`src/rtl/cpu_pkg.sv`:
```
// Shared encodings for the 6502 interrupt sequencer: bus direction, FSM states,
// interrupt sources and the default vector/stack addresses.
package cpu_pkg;

  localparam logic READ  = 1'b0;
  localparam logic WRITE = 1'b1;

  localparam logic [15:0] DEFAULT_VEC_NMI    = 16'hFFFA;
  localparam logic [15:0] DEFAULT_VEC_RST    = 16'hFFFC;
  localparam logic [15:0] DEFAULT_VEC_IRQ    = 16'hFFFE;
  localparam logic [7:0]  DEFAULT_STACK_PAGE = 8'h01;

  typedef enum logic [2:0] {
    S_IDLE     = 3'd0,
    S_PUSH_PCH = 3'd1,
    S_PUSH_PCL = 3'd2,
    S_PUSH_P   = 3'd3,
    S_VEC_LO   = 3'd4,
    S_VEC_HI   = 3'd5,
    S_LOAD     = 3'd6
  } state_t;

  typedef enum logic [1:0] {
    SRC_RST = 2'd0,
    SRC_NMI = 2'd1,
    SRC_IRQ = 2'd2,
    SRC_BRK = 2'd3
  } source_t;

  // Stacked P always has bit5 set; bit4 (B) distinguishes BRK from hardware interrupts.
  function automatic logic [7:0] pushed_status(input logic [7:0] p, input logic is_brk);
    return {p[7:6], 1'b1, is_brk, p[3:0]};
  endfunction

endpackage

```
`src/rtl/nmi_edge_detect.sv`:
```
// Rising-edge detector for the NMI line; the pending flag holds until the
// sequencer acknowledges it, and the current edge is visible combinationally.
module nmi_edge_detect (
  input  logic clk,
  input  logic rst,
  input  logic nmi,
  input  logic ack,
  output logic pending
);

  logic nmi_q;
  logic pending_q;
  logic rise;

  assign rise    = nmi & ~nmi_q;
  assign pending = pending_q | rise;

  // NOTE: sequential state uses non-blocking assignments so every flop samples pre-edge values.
  always_ff @(posedge clk or posedge rst) begin
    if (rst) begin
      nmi_q     <= 1'b0;
      pending_q <= 1'b0;
    end else begin
      nmi_q <= nmi;
      if (ack)       pending_q <= 1'b0;
      else if (rise) pending_q <= 1'b1;
    end
  end

endmodule

```
`src/rtl/interrupt_sequencer.sv`:
```
// 6502 reset/NMI/IRQ/BRK entry sequencer: pushes PCH, PCL and P, fetches the
// vector and hands the new PC to the program counter while stalling the core.
module interrupt_sequencer
  import cpu_pkg::*;
#(
  parameter logic [15:0] VEC_NMI    = DEFAULT_VEC_NMI,
  parameter logic [15:0] VEC_RST    = DEFAULT_VEC_RST,
  parameter logic [15:0] VEC_IRQ    = DEFAULT_VEC_IRQ,
  parameter logic [7:0]  STACK_PAGE = DEFAULT_STACK_PAGE
) (
  input  logic        clk,
  input  logic        rst,
  input  logic        instr_boundary,
  input  logic        nmi,
  input  logic        irq,
  input  logic        brk,
  input  logic        i_flag,
  input  logic [15:0] pc,
  input  logic [7:0]  status,
  input  logic [7:0]  sp,
  input  logic [7:0]  data_in,
  output logic        busy,
  output logic [15:0] address,
  output logic [7:0]  data_out,
  output logic        read_write,
  output logic        sp_dec,
  output logic        pc_load,
  output logic [15:0] pc_next,
  output logic        set_i
);

  state_t      state_q, state_d;
  source_t     source_q, source_d;
  logic [7:0]  vec_lo_q, vec_hi_q;
  logic [15:0] vector_base;
  logic        nmi_pending;
  logic        nmi_ack;

  nmi_edge_detect u_nmi_edge (
    .clk     (clk),
    .rst     (rst),
    .nmi     (nmi),
    .ack     (nmi_ack),
    .pending (nmi_pending)
  );

  // NOTE: the vector registers are plain control-path flops, so they are reset like any other state.
  always_ff @(posedge clk or posedge rst) begin
    if (rst) begin
      state_q  <= S_VEC_LO;
      source_q <= SRC_RST;
      vec_lo_q <= 8'h00;
      vec_hi_q <= 8'h00;
    end else begin
      state_q  <= state_d;
      source_q <= source_d;
      if (state_q == S_VEC_LO) vec_lo_q <= data_in;
      if (state_q == S_VEC_HI) vec_hi_q <= data_in;
    end
  end

  always_comb begin
    case (source_q)
      SRC_NMI: vector_base = VEC_NMI;
      SRC_RST: vector_base = VEC_RST;
      default: vector_base = VEC_IRQ;
    endcase
  end

  assign pc_next = {vec_hi_q, vec_lo_q};

  // NOTE: every output gets a default before the case so no path can infer a latch.
  always_comb begin
    state_d    = state_q;
    source_d   = source_q;
    busy       = 1'b1;
    address    = 16'h0000;
    data_out   = 8'h00;
    read_write = READ;
    sp_dec     = 1'b0;
    pc_load    = 1'b0;
    set_i      = 1'b0;
    nmi_ack    = 1'b0;

    case (state_q)
      S_IDLE: begin
        busy = 1'b0;
        if (instr_boundary) begin
          if (nmi_pending) begin
            source_d = SRC_NMI;
            nmi_ack  = 1'b1;
            state_d  = S_PUSH_PCH;
          end else if (brk) begin
            source_d = SRC_BRK;
            state_d  = S_PUSH_PCH;
          end else if (irq && !i_flag) begin
            source_d = SRC_IRQ;
            state_d  = S_PUSH_PCH;
          end
        end
      end
      S_PUSH_PCH: begin
        address    = {STACK_PAGE, sp};
        data_out   = pc[15:8];
        read_write = WRITE;
        sp_dec     = 1'b1;
        state_d    = S_PUSH_PCL;
      end
      S_PUSH_PCL: begin
        address    = {STACK_PAGE, sp};
        data_out   = pc[7:0];
        read_write = WRITE;
        sp_dec     = 1'b1;
        state_d    = S_PUSH_P;
      end
      S_PUSH_P: begin
        address    = {STACK_PAGE, sp};
        data_out   = pushed_status(status, source_q == SRC_BRK);
        read_write = WRITE;
        sp_dec     = 1'b1;
        state_d    = S_VEC_LO;
      end
      S_VEC_LO: begin
        address = vector_base;
        state_d = S_VEC_HI;
      end
      S_VEC_HI: begin
        address = vector_base + 16'd1;
        state_d = S_LOAD;
      end
      S_LOAD: begin
        pc_load = 1'b1;
        set_i   = 1'b1;
        state_d = S_IDLE;
      end
      default: state_d = S_IDLE;
    endcase
  end

endmodule

```
`config.mk`:
```
export PLATFORM = sky130hd
export DESIGN_NAME = interrupt_sequencer
export DESIGN_NICKNAME = d
export VERILOG_FILES = /design/src/rtl/cpu_pkg.sv /design/src/rtl/nmi_edge_detect.sv /design/src/rtl/interrupt_sequencer.sv
export SDC_FILE = /design/constraint.sdc
export NUM_CORES = 1
export LEC_CHECK = 0
export ABC_AREA = 1
export CAP_MARGIN = 30
export CORE_MARGIN = 2
export CORE_UTILIZATION = 37
export CTS_CLUSTER_SIZE = 8
export DETAILED_ROUTE_END_ITERATION = 16
export GPL_TIMING_DRIVEN = 0
export PLACE_DENSITY_LB_ADDON = 0.15
export SLEW_MARGIN = 25
export SYNTH_ARGS = -nofsm -noshare
export SYNTH_HDL_FRONTEND = slang
export SYNTH_SLANG_ARGS = --single-unit
```
`constraint.sdc`:
```
create_clock -name clk -period 4.4 [get_ports clk]
set_input_delay 1.1 -clock clk [delete_from_list [all_inputs] [get_ports clk]]
set_output_delay 1.1 -clock clk [all_outputs]
set_load 0.01 [all_outputs]
```
Word level (Yosys, flattened, before mapping)
Index checks and enable logic that the tools add are counted.
{ "word_totals": {"reg_bits": 23, "in_bits": 47, "output_inout_bits": 45, "word_cells": 48} }
{ "classes": {"add_sub_neg": 1, "n_eq_ne": 10, "n_mux": 19, "bitwise_logic": 3, "reduce_logical": 9} }
{ "ops": {"columns": ["operator", "n"], "rows": [
  ["$pmux 16 s3", 1],
  ["$pmux 8 s3", 1],
  ["$pmux 3 s6", 1],
  ["$add 16x1->16 const B", 1],
  ["$mux 3", 4],
  ["$eq 3x3->1 const B", 3],
  ["$mux 1", 8],
  ["$eq 3x2->1 const B", 2],
  ["$mux 2", 3],
  ["$pmux 3 s2", 1],
  ["$ne 4x4->1 const B", 1],
  ["$eq 3x1->1 const B", 1],
  ["$logic_not 3->1", 1],
  ["$reduce_and 3->1", 1],
  ["$reduce_bool 3->1", 1],
  ["$reduce_or 3->1", 1],
  ["$eq 2x1->1 const B", 1],
  ["$eq 2x2->1 const B", 1],
  ["$logic_not 2->1", 1],
  ["$ne 2x2->1 const B", 1],
  ["$reduce_and 2->1", 1],
  ["$reduce_bool 2->1", 1],
  ["$and 1x1->1", 1],
  ["$logic_and 1x1->1", 1],
  ["other kinds (3)", 3]
]} }

Logic depth before layout (Yosys ltp)
Gate-level depths: netlist of run 1.
{ "depth": {"depth_word": 7, "ltp_mapped": 7} }

Hierarchy
Synthesis of run 1 repeated with hierarchy kept, for this count alone.
{ "hier_totals": {"hier_cells": 168, "hier_area_um2": 1295.0} }
{ "modules_own_cells": {"columns": ["module", "instances", "cells_per_inst", "area_each_um2", "seq_area_each_um2"], "rows": [
  ["interrupt_sequencer", 1, 160, 1214.9, 526.8],
  ["nmi_edge_detect", 1, 8, 80.1, 50.0]
]} }

Worst setup path before layout of run 1
No wires, ideal clock.
{ "synth_timing": {"kind": "in2out", "start": "input sp[0]", "end": "output address[0]", "arrival_ns": 1.302, "path_slack_ns": 1.998, "path_stages": 2, "n_path_buf": 0, "path_cell_list": "nor2_1 -> nor2_1"} }
{ "synth_via": {"elab_chain_len": 1} }
{ "synth_lines": {"columns": ["element", "line_no", "text"], "rows": [
  ["from (decl)", "interrupt_sequencer.sv:20", "input logic [7:0] sp,"],
  ["$pmux 16 s3", "interrupt_sequencer.sv:85", "case (state_q)"],
  ["to (decl)", "interrupt_sequencer.sv:23", "output logic [15:0] address,"]
]} }
No other way between the ends.

Final worst setup path of run 1
{ "layout_timing": {"start": "input pc[15]", "end": "output data_out[7]"} }
{ "layout_via": {"elab_chain_len": 1} }
{ "layout_lines": {"columns": ["element", "line_no", "text"], "rows": [
  ["from (decl)", "interrupt_sequencer.sv:18", "input logic [15:0] pc,"],
  ["$pmux 8 s3", "interrupt_sequencer.sv:85", null],
  ["to (decl)", "interrupt_sequencer.sv:24", "output logic [7:0] data_out,"]
]} }
No other way between the ends.

==> results of run 1 <==
state kept, by name (all words and copies together), names as in the netlist:
| register | flops |
|---|---|
| state_q | 3 |
| u_nmi_edge.nmi_q | 1 |
| source_q | 2 |
| vec_hi_q | 8 |
| vec_lo_q | 8 |
| u_nmi_edge.pending_q | 1 |
power by group:
group	switching [mW]	internal (mW)
logic	0.436	0.529
clock network	0.0593	0.0338
registers	0.0644	0.314
worst min path at each step:
stage                       startpoint                 endpoint  slack (ns)  depth (start not counted)
2_1_floorplan  source_q[1]$_DFFE_PP0P_  source_q[1]$_DFFE_PP0P_        0.47                          2
3_3_place_gp   vec_hi_q[1]$_DFFE_PP0N_  vec_hi_q[1]$_DFFE_PP0N_        0.47                          2
3_5_place_dp   vec_hi_q[1]$_DFFE_PP0N_  vec_hi_q[1]$_DFFE_PP0N_        0.47                          2
4_1_cts        vec_hi_q[1]$_DFFE_PP0N_  vec_hi_q[1]$_DFFE_PP0N_        0.50                          2
5_1_grt        vec_hi_q[4]$_DFFE_PP0N_  vec_hi_q[4]$_DFFE_PP0N_        0.53                          2
6_report       vec_hi_q[1]$_DFFE_PP0N_  vec_hi_q[1]$_DFFE_PP0N_        0.50                          2
cell type report:
type | count | area, um^2 | share of cell area
timing repair buffer | 90 | 918 | 0.408
clock inverter | 1 | 5.00 | 0.00222
buffer | 11 | 81.3 | 0.0361
clock buffer | 3 | 22.5 | 0.00999
tap | 46 | 57.6 | 0.0255
multi-input combinational | 116 | 498 | 0.221
sequential | 23 | 577 | 0.256
inverter | 25 | 93.8 | 0.0416
cells by family (layout without fill, tap and decap cells):
family,Yosys count,in the layout,share of synthesized area
flops,23,23,0.461
simple gates,95,95,0.314
compound gates,21,21,0.0841
buf+inv,36,130,0.140
layer usage:
| metal | vias to the layer above | wire length, um | global-route usage | share of wire |
|---|---|---|---|---|
| li1 | 718 | - | - | - |
| met1 | 613 | 1510 | 0.260 | 0.43 |
| met2 | 65 | 1650 | 0.334 | 0.47 |
| met3 | 6 | 311 | 0.0543 | 0.088 |
| met4 | 0 | 55 | 0.0583 | 0.016 |
| met5 | - | 0 | 0 | 0 |
cells in the mapped netlist:
master,number
nand4_1,1
a21oi_1,1
clkinv_1,1
nor3_2,3
inv_1,23
o21ai_0,20
nand3_1,12
buf_4,8
buf_2,2
dfstp_2,1
buf_6,1
nand2_1,71
dfrtp_1,22
nor2_1,8
inv_2,1
metrics by stage:
step | worst slack [ns] | util
2_1_floorplan | 2.00 | -
3_3_place_gp | 1.03 | 0.669
3_5_place_dp | 1.02 | 0.669
4_1_cts | 1.02 | 0.678
5_1_grt | 0.915 | 0.686
6_report | 1.04 | 0.686
worst min-delay path: stages (launching register included):
cell,delay [ns]
dfrtp_1,0.36
nand2_1,0.05
o21ai_0,0.06
==> metrics, run 1 <==
status=completed; # H-tree levels=1; nets@finish=317; post-route clock period utilization=0.765; clk buf depth=2; Slew @ Worst Pin=between 0.5 and 0.6 ns; CTS tree=done; vias in the first global route=1401; R2R Path Start=state_q[2]$_DFFE_PP1P_; Die Span X=slightly above 60 um; # resized after CTS=0; Critical path buffers and inverters=2; antenna diode count=0; via count=approximately 1400; R2R Path End=vec_hi_q[0]$_DFFE_PP0N_; maximum vdd ir drop=approximately 0.36 mV; most common cell after layout, fill and taps aside=clkdlybuf4s50_1; crit path launch type=input port; first drt pass iteration count=4; post-layout min period=between 3 and 4 ns; Post-CTS Setup Inserts=0; Arrival @ worst endpoint=roughly 2.3 ns; first-pass GRT wire length=roughly 6400 um; Mapped Nets=about 220; CTS Sinks=23; Final Setup Violations=0; Top delay family on crit path=buffers and inverters; core area=approximately 3300 um^2; worst path required time=between 3 and 4 ns; r2r setup slk=2.91 ns; WP depth=4; gpl congestion=between 0.7 and 0.8; Max-Cap Viols=0; Static Leak=1.11 nW; cts hold-fix bufs=0; post-route cell area=between 2000 and 2500 um^2; Die ar.=~3900 um^2; crit-path max FO=1; vias per inst=around 4.5; IO buf count=between 80 and 90; initial antenna violation count=0; top area cells in the synthesized netlist=dfrtp_1 (44%), nand2_1 (21%), o21ai_0 (8.0%); register area share after synthesis=0.461; Worst-path clk slew=0.12 ns; post-synth cell types=15; DR iter-0 viols=75; syn avg cell area=just over 7 um^2; CTS buffer count=3; crit-path cells=clkdlybuf4s50_1 -> nand2_1 -> nand3_1 -> clkdlybuf4s50_1; Setup crit end kind=primary output; Setup TNS=0 ns; Root Driver=clkbuf_4; synth warn=0; largest area contributor in the netlist=dfrtp_1; routed len/inst=11.2 um; hold_ws=0.498 ns; CP Launch Point=pc[15]; Area Growth Syn to Fin=80.3%; Synth top area share=0.440; total track usage=0.202; CP peak stage delay=between 0.5 and 0.6 ns; FP Rows=21; R2R depth=5; Max Freq=297 MHz; Ports=92; most used cell, CP=clkdlybuf4s50_1; unrepaired setup endpoints after global routing=false; Die Span Y=approximately 62 um; filler instances=a little over 300; Fin Clk Skew=0.00447 ns; DP Area=around 2200 um^2; # DRC=0; register bit total from synthesis=23; synthesized cell area=about 1200 um^2; share of cells above drive strength 1=0.0781; Crit Path Category=input port to primary output; hpwl dp=a little under 3000 um; slew margin rel.=0.658; grt ovf=0; Initial Util=0.381; Final ANT Viol Nets=0; most frequent cells in the layout=clkdlybuf4s50_1 (89), nand2_1 (71), inv_1 (23); clk_lat worst skew=around 0.3 ns; CP Capture Point=data_out[7]; final hold vios=0; final cell count without fillers=approximately 320; largest net degree at the start of global routing=24; Max Slew Vio Count=0; Post-Synthesis Cells=approximately 180; Power Total=~1.4 mW; power per cell area=638 nW/um^2; Hold/Removal Path Class=flip-flop to flip-flop; total wire length=3530 um; Slowest-stage cell, CP=clkdlybuf4s50_1; Inst Count DP=310
No activity file was read; power rests on OpenSTA's default activity.
==> run 2: changes to the inputs <==
CORE_UTILIZATION = 34   (was 37)
clock period = 3.4 ns   (was 4.4 ns; I/O delays follow)
==> metrics, run 2 (same netlist as run 1, synthesis figures left out) <==
Die ar.=4180 um^2 (+8.2%); final hold vios=0 (unchanged); CTS buffer count=3 (unchanged); crit-path max FO=9 (+8); Die Span Y=64.6 um (+4.0%); vias per inst=4.22 (-5.2%); initial antenna violation count=0 (unchanged); IO buf count=89 (unchanged); # H-tree levels=1 (unchanged); Fin Clk Skew=0.00132 ns (-0.00315 ns); unrepaired setup endpoints after global routing=false; vias in the first global route=1252 (-11%); Slew @ Worst Pin=0.509 ns (-0.000855 ns); cts hold-fix bufs=0 (unchanged); Hold/Removal Path Class=flip-flop to flip-flop; antenna diode count=0 (unchanged); post-route clock period utilization=0.895; final cell count without fillers=317 (+0.63%); Initial Util=0.347 (-0.0339); Setup TNS=0 ns (unchanged); Inst Count DP=312 (+0.65%); Final ANT Viol Nets=0 (unchanged); Root Driver=clkbuf_8; DR iter-0 viols=34 (-55%); Ports=92 (unchanged); clk_lat worst skew=0.26 ns (-0.04 ns); status=completed; post-layout min period=between 3 and 4 ns; Die Span X=64.6 um (+4.0%); hpwl dp=2750 um (-4.8%); Max Freq=about 330 MHz; worst path required time=2.55 ns (-0.75 ns); FP Rows=22 (+4.8%); share of cells above drive strength 1=0.0781 (unchanged); total wire length=3410 um (-3.4%); first-pass GRT wire length=5640 um (-12%); Max-Cap Viols=0 (unchanged); largest net degree at the start of global routing=24 (unchanged); crit path launch type=flip-flop; Setup crit end kind=primary output; Static Leak=1.11 nW (+0.23%); Area Growth Syn to Fin=81.0%; crit-path cells=buf_2 -> nand2_1 -> inv_1 -> o21ai_0 -> nand2_1 -> clkdlybuf4s50_1; Worst-path clk slew=0.08 ns (-0.04 ns); CTS Sinks=23 (unchanged); Slowest-stage cell, CP=clkdlybuf4s50_1; # resized after CTS=0 (unchanged); R2R Path Start=state_q[2]$_DFFE_PP1P_; CTS tree=done; Post-CTS Setup Inserts=0 (unchanged); Max Slew Vio Count=0 (unchanged); maximum vdd ir drop=0.386 mV (+7.9%); # DRC=0 (unchanged); via count=1338 (-4.6%); Crit Path Category=flip-flop to primary output; first drt pass iteration count=4 (unchanged); CP peak stage delay=0.54 ns (about the same); grt ovf=0 (unchanged); core area=3610 um^2 (+9.8%); routed len/inst=10.8 um (-4.0%); gpl congestion=0.802 (+8.5%); slew margin rel.=0.659 (about the same); nets@finish=317 (unchanged); power per cell area=839 nW/um^2 (+32%); largest registers=vec_hi_q (8), vec_lo_q (8), state_q (3); most used cell, CP=nand2_1; clk buf depth=2 (unchanged); Arrival @ worst endpoint=2.19 ns (-0.07 ns); most common cell after layout, fill and taps aside=clkdlybuf4s50_1; CP Launch Point=state_q[2]$_DFFE_PP1P_; hold_sp=vec_hi_q[7]$_DFFE_PP0N_; total track usage=0.172 (-0.0297); Final Setup Violations=0 (unchanged); most frequent cells in the layout=clkdlybuf4s50_1 (89), nand2_1 (71), inv_1 (23)
## run 2: layer usage
metal  global-route usage  part of all wire  wire, um
met1                0.222              0.46      1560
met3               0.0382             0.090       308
met2                0.286              0.44      1500
met4               0.0559             0.014        48
met5                    0                 0         0
## run 2: cell type report
class	count	area, um^2
buffer	11	81.3
clock buffer	3	41.3
timing repair buffer	90	906
clock inverter	1	5.00
multi-input combinational	116	498
inverter	25	93.8
tap	48	60.1
fill	338	1340
sequential	23	577
## run 2: worst max-delay path, delay by kind of cell (launching register included)
family,cells,cell delay (ns)
flops,1,0.52
buf+inv,3,0.99
simple gates,2,0.29
compound gates,1,0.13
## run 2: path summary, 6_finish.rpt
path | to | slack (ns) | cells after the start
max reg2reg | vec_hi_q[4]$_DFFE_PP0N_ | 1.89 | 4
max | address[1] | 0.36 | 6
min in group asynchronous | u_nmi_edge.pending_q$_DFFE_PP0P_ | 0.83 | 2
min | vec_hi_q[7]$_DFFE_PP0N_ | 0.49 | 2
max in group asynchronous | state_q[2]$_DFFE_PP1P_ | 2.09 | 3
min reg2reg | vec_hi_q[7]$_DFFE_PP0N_ | 0.49 | 2
## run 2: stage by stage
step / power, mW / area [um^2] / utilization / setup slack (ns) / hold slack (ns)
floorplan: 1.06 / 1250 / - / 1.26 / 0.474
global placement: 1.74 / 2200 / 0.610 / 0.531 / 0.470
detailed placement: 1.75 / 2200 / 0.610 / 0.529 / 0.475
CTS: 1.92 / 2250 / 0.623 / 0.316 / 0.495
global route: 2.07 / 2260 / 0.627 / 0.150 / 0.511
finish: 1.90 / 2260 / 0.627 / 0.358 / 0.488
## run 2: where the power goes
group          total (mW)  leakage, nW  switching [mW]  internal (mW)
registers           0.492        0.276          0.0851          0.407
logic                1.24        0.807           0.556          0.683
clock network       0.166       0.0255          0.0846         0.0817
total                1.90         1.11           0.726           1.17
==> run 3: changes to the inputs <==
ABC_AREA = not set   (was 1)
CORE_UTILIZATION = 35   (was 34)
==> metrics, run 3 <==
status=completed; Arrival @ worst endpoint=2.21 ns (+0.02 ns); synth warn=0 (unchanged); power per cell area=879 nW/um^2 (+4.7%); crit-path max FO=1 (-8); share of cells above drive strength 1=0.223 (+0.145); most common flop cell mapped by yosys=dfrtp_1; Mapped Nets=177 (-20%); filler instances=331 (-2.1%); Slew @ Worst Pin=0.352 ns (-0.157 ns); hpwl dp=3010 um (+9.4%); CTS tree=done; grt ovf=0 (unchanged); Fin Clk Skew=0.00703 ns (+0.00571 ns); Core Util, Final=0.640 (+0.0128); DR iter-0 viols=52 (+53%); initial antenna violation count=0 (unchanged); total track usage=0.179 (+0.00686); Worst-path clk slew=0.07 ns (about the same); syn avg cell area=10.4 um^2 (+45%); Max Freq=327 MHz (-0.60%); Max-Cap Viols=0 (unchanged); first-pass GRT wire length=6080 um (+7.8%); IO buf count=89 (unchanged); # DRC=0 (unchanged); vias per inst=4.73 (+12%); EDFF count, synth=0 (unchanged); Die ar.=4370 um^2 (+4.6%); slew margin rel.=0.762 (+0.103); Crit Path Category=input port to primary output; via count=1286 (-3.9%); Setup TNS=0 ns (unchanged); # resized after CTS=0 (unchanged); CTS buffer count=3 (unchanged); Initial Util=0.366 (+0.0194); Final ANT Viol Nets=0 (unchanged); first drt pass iteration count=4 (unchanged); most frequent cells in the layout=clkdlybuf4s50_1 (89), mux2_2 (22), dfrtp_1 (22); register area share after synthesis=0.427 (-0.0342); post-route clock period utilization=0.900 (+0.00538); synthesized cell area=1350 um^2 (+8.0%); Static Leak=0.976 nW (-12%); gpl congestion=0.737 (-8.1%); total wire length=3790 um (+11%); Hold/Removal Path Class=flip-flop to flip-flop; Synth top area share=0.408 (-0.0327); FP Rows=22 (unchanged); nets@finish=272 (-14%); register bit total from synthesis=23 (unchanged); Die Span X=66.1 um (+2.3%); largest area contributor in the netlist=dfrtp_1; maximum vdd ir drop=0.401 mV (+3.9%); unrepaired setup endpoints after global routing=false; crit path launch type=input port; largest registers=vec_hi_q (8), vec_lo_q (8), state_q (3); post-layout min period=3.06 ns (+0.0183 ns); CTS Sinks=23 (unchanged); Ports=92 (unchanged); worst path required time=2.55 ns (about the same); largest net degree at the start of global routing=24 (unchanged); Root Driver=clkbuf_8; clk buf depth=2 (unchanged); Area Growth Syn to Fin=74.9%; FFs w/ async S/R, synth=1.00 (unchanged); most common cell after layout, fill and taps aside=clkdlybuf4s50_1; core area=3690 um^2 (+2.3%); Die Span Y=66.1 um (+2.3%); cts hold-fix bufs=0 (unchanged); routed len/inst=13.9 um (+29%); post-synth cell types=32 (+17); top area cells in the synthesized netlist=dfrtp_1 (41%), mux2_2 (18%), buf_4 (5.0%); synth cell count leaders=dfrtp_1 (22), mux2_2 (22), nor2_1 (17); vias in the first global route=1338 (+6.9%); Final Setup Violations=0 (unchanged); Setup crit end kind=primary output; Max Slew Vio Count=0 (unchanged); final hold vios=0 (unchanged); # H-tree levels=1 (unchanged); clk_lat worst skew=0.26 ns (about the same); antenna diode count=0 (unchanged); Post-CTS Setup Inserts=0 (unchanged); Post-Synthesis Cells=130 (-26%)
[run 3: changes by cell type after synthesis, sizes merged, moves of 7 or more]
cell   previous run  this run
a21oi             1         8
inv              24         4
mux2              0        22
nand2            71         4
nand3            12         1
nor2              8        18
o21ai            20         3
[run 3: layout make-up]
cell class	count	area [um^2]	area share
inverter	4	15.0	0.00636
timing repair buffer	90	906	0.384
tap	48	60.1	0.0254
multi-input combinational	86	632	0.268
sequential	23	577	0.244
clock buffer	4	45.0	0.0191
buffer	17	126	0.0535
[run 3: power breakdown]
| group | switching [mW] | leakage [nW] | internal [mW] | total, mW |
|---|---|---|---|---|
| clock | 0.0834 | 0.0228 | 0.0836 | 0.167 |
| sequential | 0.0764 | 0.266 | 0.410 | 0.487 |
| combinational | 0.577 | 0.688 | 0.844 | 1.42 |
[run 3: metrics by stage]
step | hold slack [ns] | instances | total power [mW] | cell area, um^2 | setup slack [ns]
detailed placement | 0.495 | 267 | 1.93 | 2300 | 0.332
floorplan | 0.500 | 130 | 1.22 | 1350 | 1.24
global route | 0.529 | 272 | 2.22 | 2360 | 0.226
global placement | 0.487 | 267 | 1.89 | 2300 | 0.353
finish | 0.506 | 272 | 2.07 | 2360 | 0.339
CTS | 0.511 | 271 | 2.10 | 2350 | 0.324
[run 3: final timing paths]
kind,startpoint,endpoint,cells after the start,slack (ns)
setup / recovery,status[6],data_out[6],5,0.34
hold reg to reg,vec_lo_q[7]$_DFFE_PP0P_,vec_lo_q[7]$_DFFE_PP0P_,1,0.51
min in group asynchronous,rst,source_q[0]$_DFFE_PP0P_,2,0.86
max in group asynchronous,rst,state_q[2]$_DFFE_PP1P_,3,2.04
hold / removal,vec_lo_q[7]$_DFFE_PP0P_,vec_lo_q[7]$_DFFE_PP0P_,1,0.51
setup reg to reg,state_q[2]$_DFFE_PP1P_,vec_hi_q[0]$_DFFE_PP0N_,4,1.84
[run 3: worst max-delay path, cell delays in order]
cell	delay, ns
clkdlybuf4s50_1	0.40
mux2_2	0.27
a22oi_1	0.14
nor2_1	0.06
clkdlybuf4s50_1	0.49
[run 3: routing by layer]
layer  share of wire  wire [um]  vias up  GRT usage
met1            0.40       1510      612      0.208
li1                -          -      631          -
met5               0          0        -          0
met2            0.54       2060       39      0.328
met4          0.0069         26        0     0.0434
met3           0.050        191        4     0.0409
[run 3: cell families (layout without fill, tap and decap cells)]
group                  after synthesis  after routing  share of synthesized area
buffers and inverters               21            115                      0.105
DFF                                 23             23                      0.427
AOI/OAI and AO/OA                   24             24                      0.122
and+or+nand+nor                     40             40                      0.162
muxes                               22             22                      0.184
